## src/rtl/arm_flags_pkg.sv

```systemverilog
// rtl/arm_flags_pkg.sv - shared flag indices, mask constants and status state encoding
package arm_flags_pkg;

  localparam int FLAG_Z = 3;
  localparam int FLAG_C = 2;
  localparam int FLAG_N = 1;
  localparam int FLAG_V = 0;

  localparam logic [3:0] MASK_ALL   = 4'b1111;
  localparam logic [3:0] MASK_LOGIC = 4'b1110;

  typedef enum logic {
    SR_NORMAL = 1'b0,
    SR_EXC    = 1'b1
  } sr_state_t;

endpackage

```

## src/rtl/status_flag_merge.sv

```systemverilog
// rtl/status_flag_merge.sv - per-flag select between ALU result and current flags
module status_flag_merge (
  input  logic [3:0] alu_flags,
  input  logic [3:0] mask,
  input  logic [3:0] flags,
  output logic [3:0] merged
);

  assign merged = (alu_flags & mask) | (flags & ~mask);

endmodule

```

## src/rtl/status_register_unit.sv

```systemverilog
// rtl/status_register_unit.sv - {Z,C,N,V} status register with EXE bypass and exception shadow
module status_register_unit
  import arm_flags_pkg::*;
#(
  parameter bit         FWD_EN      = 1'b1,
  parameter logic [3:0] RESET_FLAGS = 4'b0000
) (
  input  logic       clk,
  input  logic       rst_n,
  input  logic       freeze,
  input  logic       exe_valid,
  input  logic       exe_s,
  input  logic [3:0] exe_flag_mask,
  input  logic [3:0] alu_flags,
  input  logic       exc_enter,
  input  logic       exc_return,
  output logic [3:0] status_reg,
  output logic [3:0] status_fwd,
  output logic       in_exception,
  output logic       exc_overflow
);

  sr_state_t  state, next_state;
  logic [3:0] shadow, next_shadow, next_flags;
  logic [3:0] merged;
  logic       next_overflow;
  logic       upd;

  status_flag_merge u_merge (
    .alu_flags (alu_flags),
    .mask      (exe_flag_mask),
    .flags     (status_reg),
    .merged    (merged)
  );

  assign upd = exe_valid & exe_s & ~freeze;

  // Bypass ignores freeze: a stalled EXE instruction will still commit these flags.
  assign status_fwd   = (FWD_EN && exe_valid && exe_s) ? merged : status_reg;
  assign in_exception = (state == SR_EXC);

  always_comb begin
    next_state    = state;
    next_flags    = status_reg;
    next_shadow   = shadow;
    next_overflow = exc_overflow;
    if (!freeze) begin
      if (state == SR_EXC && exc_return) begin
        next_flags = shadow;
        next_state = SR_NORMAL;
      end else begin
        if (upd) begin
          next_flags = merged;
        end
        if (exc_enter) begin
          if (state == SR_NORMAL) begin
            next_shadow = upd ? merged : status_reg;
            next_state  = SR_EXC;
          end else begin
            next_overflow = 1'b1;
          end
        end
      end
    end
  end

  always_ff @(posedge clk) begin
    if (!rst_n) begin
      state        <= SR_NORMAL;
      status_reg   <= RESET_FLAGS;
      shadow       <= RESET_FLAGS;
      exc_overflow <= 1'b0;
    end else begin
      state        <= next_state;
      status_reg   <= next_flags;
      shadow       <= next_shadow;
      exc_overflow <= next_overflow;
    end
  end

endmodule

```

## config.mk

```make
export PLATFORM = sky130hd
export DESIGN_NAME = status_register_unit
export DESIGN_NICKNAME = d
export VERILOG_FILES = /design/src/rtl/arm_flags_pkg.sv /design/src/rtl/status_flag_merge.sv /design/src/rtl/status_register_unit.sv
export SDC_FILE = /design/constraint.sdc
export NUM_CORES = 1
export LEC_CHECK = 0
export ABC_AREA = 0
export CAP_MARGIN = 15
export CORE_AREA = 3 3 45 47
export CTS_CLUSTER_SIZE = 24
export DETAILED_ROUTE_END_ITERATION = 12
export DIE_AREA = 0 0 48 50
export PLACE_DENSITY = 0.71
export SLEW_MARGIN = 20
export SYNTH_ARGS = -nofsm -noshare
export SYNTH_HDL_FRONTEND = slang
export SYNTH_SLANG_ARGS = --single-unit
export TNS_END_PERCENT = 20
```

## constraint.sdc

```tcl
create_clock -name clk -period 1 [get_ports clk]
set_input_delay 0.2 -clock clk [delete_from_list [all_inputs] [get_ports clk]]
set_output_delay 0.2 -clock clk [all_outputs]
set_load 0.05 [all_outputs]
```

==> summary.log, run 1 <==
INFO  place          port_buffers=24
INFO  cts            htree_levels=1
INFO  final_layout   areaGrowthSynthToFinish=89.8%
INFO  worst_setup_path critPathTopFamily=flip-flops
INFO  sta            clock_skew=2.45ps
INFO  grt            globalRoute.totalOverflow=0
INFO  routing        drt_first_iter_violations=13
INFO  synthesis      synth_most_common_cell=dfxtp_1
INFO  synthesis      yosys-top-cells-area=dfxtp_1 34%, nand4b_1 10%, o211ai_2 8.5%
INFO  cts            worst_skew_pair.late_latency=270ps
INFO  synthesis      synth-async-reset-ratio=0
INFO  worst_setup_path crit_path_start_kind=flip-flop
INFO  status         run_status=finished, violations left
INFO  grt            first_global_vias=639
INFO  power_and_ir_drop maximum_resistive_drop_on_vdd=0.671mV
INFO  worst_setup_path worstSetupEndpoint=status_fwd[0]
INFO  worst_setup_path path_buf_inv=1
INFO  floorplan      top_ports=25
INFO  routing        num_vias=630
INFO  final_layout   drive_above_1_share=0.535
INFO  synthesis      flops_latches_synth=10
INFO  synthesis      netlist_area=589um2
INFO  worst_setup_path start_point_of_the_critical_path=status_reg[0]$_SDFFE_PN0N_
INFO  floorplan      width_of_the_chip=48um
INFO  grt            grt_max_degree=15
INFO  floorplan      design.core.area=0.00169mm2
INFO  routing        dr.pass1.iters=4
INFO  worst_setup_path critical_path_class=flip-flop to primary output
INFO  final_layout   layout_filler_cell_count=133
INFO  sta            min_cycle_time_layout=1220ps
INFO  worst_setup_path crit_cells=2
INFO  place          hpwl=1.27mm
INFO  flow_run       max_cap_check_violation_count=0
INFO  routing        remaining_drc_errors=0
INFO  routing        route.final.wire_length=1.68mm
INFO  synthesis      synth_enable_flop_cells=0
INFO  synthesis      synth_cells=58
INFO  floorplan      die_height=50um
INFO  place          gp_congestion=0.678
INFO  worst_setup_path regToRegEndpoint=status_reg[0]$_SDFFE_PN0N_
INFO  synthesis      ys_types=19
INFO  status         violated_checks=negative setup slack
INFO  synthesis      yosysTopAreaCell=dfxtp_1
INFO  sta            slew_violations=0
INFO  synthesis      synth_top_cells_by_count=10 x dfxtp_1, 8 x nand3_1, 7 x nand4b_1, 5 x a21oi_1
INFO  worst_setup_path critPathRequiredTime=800ps
INFO  final_layout   fin_util=0.662
INFO  cts            cts_made_buffers=3
INFO  floorplan      start_util=0.349
INFO  sta            slew_worst_pin=291ps
INFO  worst_setup_path logic_depth_of_the_worst_register_to_register_path=3
INFO  grt            antenna_violations_before_repair=0
INFO  final_layout   ant_diodes=0
INFO  worst_setup_path crit_path_cell_trace=mux2_4 > buf_12
INFO  sta            report.final.hold_viol_count=0
INFO  routing        route.detailed.vias_per_inst=5.43
INFO  grt            total_grt_usage=0.160
INFO  synthesis      ys_warn_count=0
INFO  synthesis      synthesis.nets=73
INFO  sta            fmaxAchievable=0.820GHz
INFO  sta            slew_headroom=0.800
INFO  power_and_ir_drop power.static_leakage=0.000511uW
INFO  power_and_ir_drop power_density=986mW/mm2
INFO  floorplan      rows=15
INFO  sta            worst_slack=-219ps
INFO  cts            clkSlewWorstSetupHoldPaths=70ps
INFO  power_and_ir_drop pwr_total=1100uW
INFO  cts            tritoncts_clock_tree=built
INFO  sta            grt_setup_unrepaired=yes
INFO  min_path       min_path_type=input pin to flip-flop
INFO  sta            finalSetupViolations=17
INFO  synthesis      ys.flop_type=dfxtp_1
INFO  synthesis      ys_seq_area_frac=0.340
INFO  worst_setup_path critical_path.reg2reg.startpoint=in_exception$_SDFFE_PN0P_
INFO  worst_setup_path critPathMaxStageDelay=330ps
INFO  floorplan      design.die.area=0.00240mm2
INFO  worst_setup_path timing.critical_path.arrival=1020ps
INFO  final_layout   final_nets=115
INFO  cts            cts_root_buf=clkbuf_4
INFO  sta            final_min_period_over_clock_period=1.22
INFO  grt            wire_length_of_the_first_global_routing_pass=2.78mm
INFO  synthesis      synth_top_cell_area_share=0.340
INFO  cts            cts-root-to-sink-buffers=2
INFO  cts            tritoncts_num_sinks=10
INFO  worst_setup_path worstSetupEndpointType=primary output
INFO  routing        final_antenna_net_count=0
INFO  worst_setup_path critical_path_peak_fanout=2
INFO  routing        routedWlPerCell=14.4um
INFO  worst_setup_path crit_slowest_cell=dfxtp_2
INFO  worst_setup_path ff2ff_setup_slack=-130ps
INFO  synthesis      synth.avg_cell_area=10.2um2
-- worst min-delay path by stage --
stage	slack, ps	endpoint	startpoint	cells after the start
3_5_place_dp	500	status_reg[3]$_SDFFE_PN0N_	status_reg[3]$_SDFFE_PN0N_	2
6_report	450	shadow[1]$_SDFFE_PN0P_	alu_flags[1]	3
3_3_place_gp	500	status_reg[3]$_SDFFE_PN0N_	status_reg[3]$_SDFFE_PN0N_	2
4_1_cts	430	shadow[1]$_SDFFE_PN0P_	alu_flags[1]	3
2_1_floorplan	390	status_reg[2]$_SDFFE_PN0N_	rst_n	2
5_1_grt	510	exc_overflow$_SDFFE_PN0P_	exc_return	4
-- timing repair --
action,CTS,global route
pin swaps,1,0
resized for setup,31,4
buffers inserted,1,0
gates cloned,0,0
hold buffers,0,0
endpoints found under the hold margin,0,0
endpoints found under the setup margin,20,18
-- layout by cell type (no fill, tap or decap), drive strengths merged --
cell type,count
nor2b,1
mux2i,4
and2,1
dlygate4sd2,9
mux2,4
nand3,8
a21oi,5
o21ai,4
clkdlybuf4s50,2
dfxtp,10
clkbuf,4
nand2b,1
nand4b,8
o21a,1
buf,29
nor4bb,1
nor3b,1
or3b,1
clkdlybuf4s15,1
o211ai,4
-- tightest hold or removal path, stage by stage --
cell and delay, ps:
dlygate4sd2_1 230, mux2i_1 120, a21oi_1 130
-- through the flow --
stage | setup WS [ps] | std cells | hold slack [ps] | setup TNS [ps] | area (um2)
floorplan | -185 | 58 | 393 | -1170 | 598
global placement | -599 | 111 | 497 | -7260 | 1060
detailed placement | -632 | 111 | 495 | -7740 | 1060
CTS | -217 | 116 | 426 | -1840 | 1100
global route | -235 | 116 | 506 | -2540 | 1120
finish | -219 | 116 | 448 | -1690 | 1120
-- layer usage --
layer  GRT usage  up-vias  wire length, um
li1            -      309                -
met1       0.174      292              687
met2       0.278       24              853
met3      0.0219        5               94
met4      0.0897        0               40
met5           0        -                0
-- kinds of logic after synthesis --
logic type | after synthesis | synth area share
mux | 8 | 0.144
buf+inv | 4 | 0.0361
simple gates | 22 | 0.306
compound gates | 14 | 0.174
flops | 10 | 0.340
-- where the power goes --
| part | switching (uW) | internal [uW] | leakage, uW |
|---|---|---|---|
| registers | 9.60 | 415 | 0.0000846 |
| clock network | 148 | 221 | 0.0000210 |
| logic | 146 | 164 | 0.000405 |
| total | 303 | 800 | 0.000511 |
-- cell type report --
type / count / area [um2] / area share
Timing Repair Buffer: 41 / 458 / 0.409
Clock buffer: 4 / 36.3 / 0.0324
Sequential cell: 10 / 210 / 0.188
Tap cell: 17 / 21.3 / 0.0190
Multi-Input combinational cell: 44 / 393 / 0.351
(Power assumes the default switching activity.)
==> run 2: changes to the inputs <==
--- a/config.mk
+++ b/config.mk
@@ -7,11 +7,13 @@
 export LEC_CHECK = 0
 export ABC_AREA = 0
 export CAP_MARGIN = 15
-export CORE_AREA = 3 3 45 47
+export CORE_AREA = 3 3 42 44
 export CTS_CLUSTER_SIZE = 24
 export DETAILED_ROUTE_END_ITERATION = 12
-export DIE_AREA = 0 0 48 50
-export PLACE_DENSITY = 0.71
+export DIE_AREA = 0 0 45 47
+export GPL_TIMING_DRIVEN = 0
+export MAX_ROUTING_LAYER = met4
+export PLACE_DENSITY = 0.78
 export SLEW_MARGIN = 20
 export SYNTH_ARGS = -nofsm -noshare
 export SYNTH_HDL_FRONTEND = slang
==> constraint.sdc (replaced) <==
create_clock -name clk -period 1.6 [get_ports clk]
set_input_delay 0.32 -clock clk [delete_from_list [all_inputs] [get_ports clk]]
set_output_delay 0.32 -clock clk [all_outputs]
set_load 0.05 [all_outputs]
==> run 2 against run 1 <==
Global-route usage is 1.8 points lower. Power is 48% lower. The run still ends with negative setup slack left. Clock-buffer cell count is 1 lower. Critical path type is now input pin to primary output. Critical endpoint is now status_fwd[3]. Largest power group unchanged. Critical path depth is 2 higher. Core utilization is 7.9 points lower. Design area is 23% lower. Highest routed layer unchanged.
==> summary.log, run 2 (same netlist as run 1, synthesis figures left out) <==
INFO  power_and_ir_drop share_clk_of_total_power=0.292 [-0.043]
INFO  routing        num_vias=561 [-11%]
INFO  cts            worst_skew_pair.late_latency=260ps [about the same]
INFO  sta            final_min_period_over_clock_period=1.02
INFO  floorplan      design.die.area=0.00212mm2 [-12%]
INFO  floorplan      rows=14 [-1]
INFO  final_layout   multi_input_comb_area=377um2 [-4.1%]
INFO  power_and_ir_drop power.switching_fraction=0.288 [+0.0133]
INFO  worst_setup_path critPathRequiredTime=1280ps [+480 ps]
INFO  floorplan      start_util=0.401 [+0.0516]
INFO  routing        drt_first_iter_violations=2 [-11]
INFO  sta            report.final.hold_viol_count=0 [unchanged]
INFO  power_and_ir_drop share_seq_of_total_power=0.461 [+0.076]
INFO  grt            wire_length_of_the_first_global_routing_pass=2.22mm [-20%]
INFO  sta            clock_skew=3.48ps [+1.03 ps]
INFO  status         run_status=finished, violations left
INFO  final_layout   ant_diodes=0 [unchanged]
INFO  place          port_buffers=22 [-8.3%]
INFO  final_layout   register_area=200um2 [-4.8%]
INFO  place          hpwl=1.06mm [-16%]
INFO  routing        final_antenna_net_count=0 [unchanged]
INFO  final_layout   final_nets=100 [-13%]
INFO  sta            timing.hold.ws=459ps [+11.2 ps]
INFO  min_path       min_path_type=flip-flop to flip-flop
INFO  final_layout   fin_util=0.583 [-0.0789]
INFO  cts            tritoncts_num_sinks=10 [unchanged]
INFO  worst_setup_path crit_path_start_kind=input pin
INFO  floorplan      die_height=47um [-6.0%]
INFO  cts            htree_levels=1 [unchanged]
INFO  floorplan      design.core.area=0.00147mm2 [-13%]
INFO  power_and_ir_drop cellInternalPower=412uW [-49%]
INFO  place          gp_congestion=0.749 [+10%]
INFO  worst_setup_path critical_path_peak_fanout=2 [unchanged]
INFO  cts            cts_made_buffers=3 [unchanged]
INFO  power_and_ir_drop power.static_leakage=0.000394uW [-23%]
INFO  cts            hold_buffers=0 [unchanged]
INFO  cts            cts-root-to-sink-buffers=2 [unchanged]
INFO  worst_setup_path timing.critical_path.arrival=1320ps [+300 ps]
INFO  sta            fmaxAchievable=0.610GHz
INFO  grt            grt_max_degree=11 [-4]
INFO  place          placed_cells_incl_taps=96 [-14%]
INFO  cts            clkSlewWorstSetupHoldPaths=60ps [about the same]
INFO  routing        remaining_drc_errors=0 [unchanged]
INFO  status         violated_checks=negative setup slack
INFO  sta            worst_slack=-38.2ps [+181 ps]
INFO  floorplan      width_of_the_chip=45um [-6.3%]
INFO  final_layout   mostFrequentLayoutCells=10 x dfxtp_1, 9 x clkdlybuf4s50_1, 7 x nand3_1, 7 x nand4b_1, 7 x dlygate4sd2_1
INFO  grt            total_grt_usage=0.142 [-0.0180]
INFO  final_layout   layout_commonest_cell=dfxtp_1
INFO  sta            finalSetupViolations=2 [-15]
INFO  grt            globalRoute.totalOverflow=0 [unchanged]
INFO  sta            min_cycle_time_layout=1640ps
INFO  power_and_ir_drop power_density=674mW/mm2 [-32%]
INFO  worst_setup_path worstSetupEndpointType=primary output
INFO  cts            tritoncts_clock_tree=built
INFO  worst_setup_path critical_path_class=input pin to primary output
INFO  power_and_ir_drop pwr_total=578uW [-48%]
INFO  floorplan      top_ports=25 [unchanged]
INFO  flow_run       max_cap_check_violation_count=0 [unchanged]
INFO  final_layout   areaGrowthSynthToFinish=45.6%
INFO  routing        routedWlPerCell=13.7um [-5.3%]
INFO  power_and_ir_drop switching_component_of_the_power=167uW [-45%]
INFO  cts            postCtsResizedCells=26 [-16%]
INFO  cts            cts_setup_buffers=0 [-1]
INFO  grt            antenna_violations_before_repair=0 [unchanged]
INFO  power_and_ir_drop maximum_resistive_drop_on_vdd=0.463mV [-31%]
INFO  sta            slew_headroom=0.671 [-0.129]
INFO  cts            cts_root_buf=clkbuf_4
INFO  routing        dr.pass1.iters=4 [unchanged]
INFO  routing        route.final.wire_length=1.36mm [-19%]
INFO  sta            grt_setup_unrepaired=yes
INFO  final_layout   drive_above_1_share=0.289 [-0.246]
INFO  grt            first_global_vias=537 [-16%]
INFO  power_and_ir_drop p_comb_frac=0.247 [-0.033]
INFO  routing        route.detailed.vias_per_inst=5.67 [+4.3%]
INFO  sta            slew_worst_pin=495ps [+204 ps]
INFO  sta            slew_violations=0 [unchanged]
INFO  final_layout   stdcell_count=99 [-15%]
INFO  final_layout   layout_filler_cell_count=154 [+16%]
==> run 2: changes by cell type in the layout (fill, tap and decap cells not counted), moves of 2 or more <==
cell / previous run / this run
o21ai_1: 4 / 0
dlygate4sd2_1: 9 / 7
mux2_4: 4 / 0
clkdlybuf4s50_1: 2 / 9
buf_4: 14 / 2
dfxtp_1: 4 / 10
mux2_2: 0 / 4
dlymetal6s2s_1: 0 / 2
buf_12: 10 / 0
o21ai_0: 0 / 4
dfxtp_2: 5 / 0
==> run 2: stage by stage <==
stage | cell area (um2) | TNS [ps] | worst slack [ps]
global placement | 830 | -3040 | -667
floorplan | 589 | 0 | 212
CTS | 845 | -466 | -210
finish | 858 | -70.4 | -38.2
global route | 858 | -157 | -79.3
detailed placement | 830 | -3200 | -677
==> run 2: area by class of cell <==
cell class,instances,area share
multi-input combinational,44,0.439
timing repair buffer,22,0.254
sequential,10,0.233
clock buffer,3,0.0262
buffer,4,0.0248
tap,16,0.0233
==> run 2: final timing paths <==
kind                                           startpoint                    endpoint  slack (ps)  depth (start not counted)
worst min-delay path            exc_overflow$_SDFFE_PN0P_   exc_overflow$_SDFFE_PN0P_         460                          1
worst max register to register  in_exception$_SDFFE_PN0P_  status_reg[0]$_SDFFE_PN0N_         440                          3
worst max-delay path                     exe_flag_mask[3]               status_fwd[3]         -40                          4
worst min register to register  exc_overflow$_SDFFE_PN0P_   exc_overflow$_SDFFE_PN0P_         460                          1
==> run 2: per-layer routing <==
metal	vias up	part of all wire	track usage
li1	280	-	-
met1	253	0.46	0.172
met2	23	0.44	0.240
met3	5	0.085	0.0192
met4	0	0.010	0.0526
met5	-	0	-
==> run 2: worst max-delay path, stage by stage <==
cell and delay (ps):
clkdlybuf4s50_1 420, nand3_1 80, mux2_2 340, buf_6 150
==> run 2: power by group through the flow <==
stage	Sequential [uW]	Clock (uW)	Combinational, uW
after global routing	268	181	153
after floorplan	285	0	69.2
final	267	169	143
after global placement	271	0	142
after CTS	266	170	141
after detailed placement	272	0	145
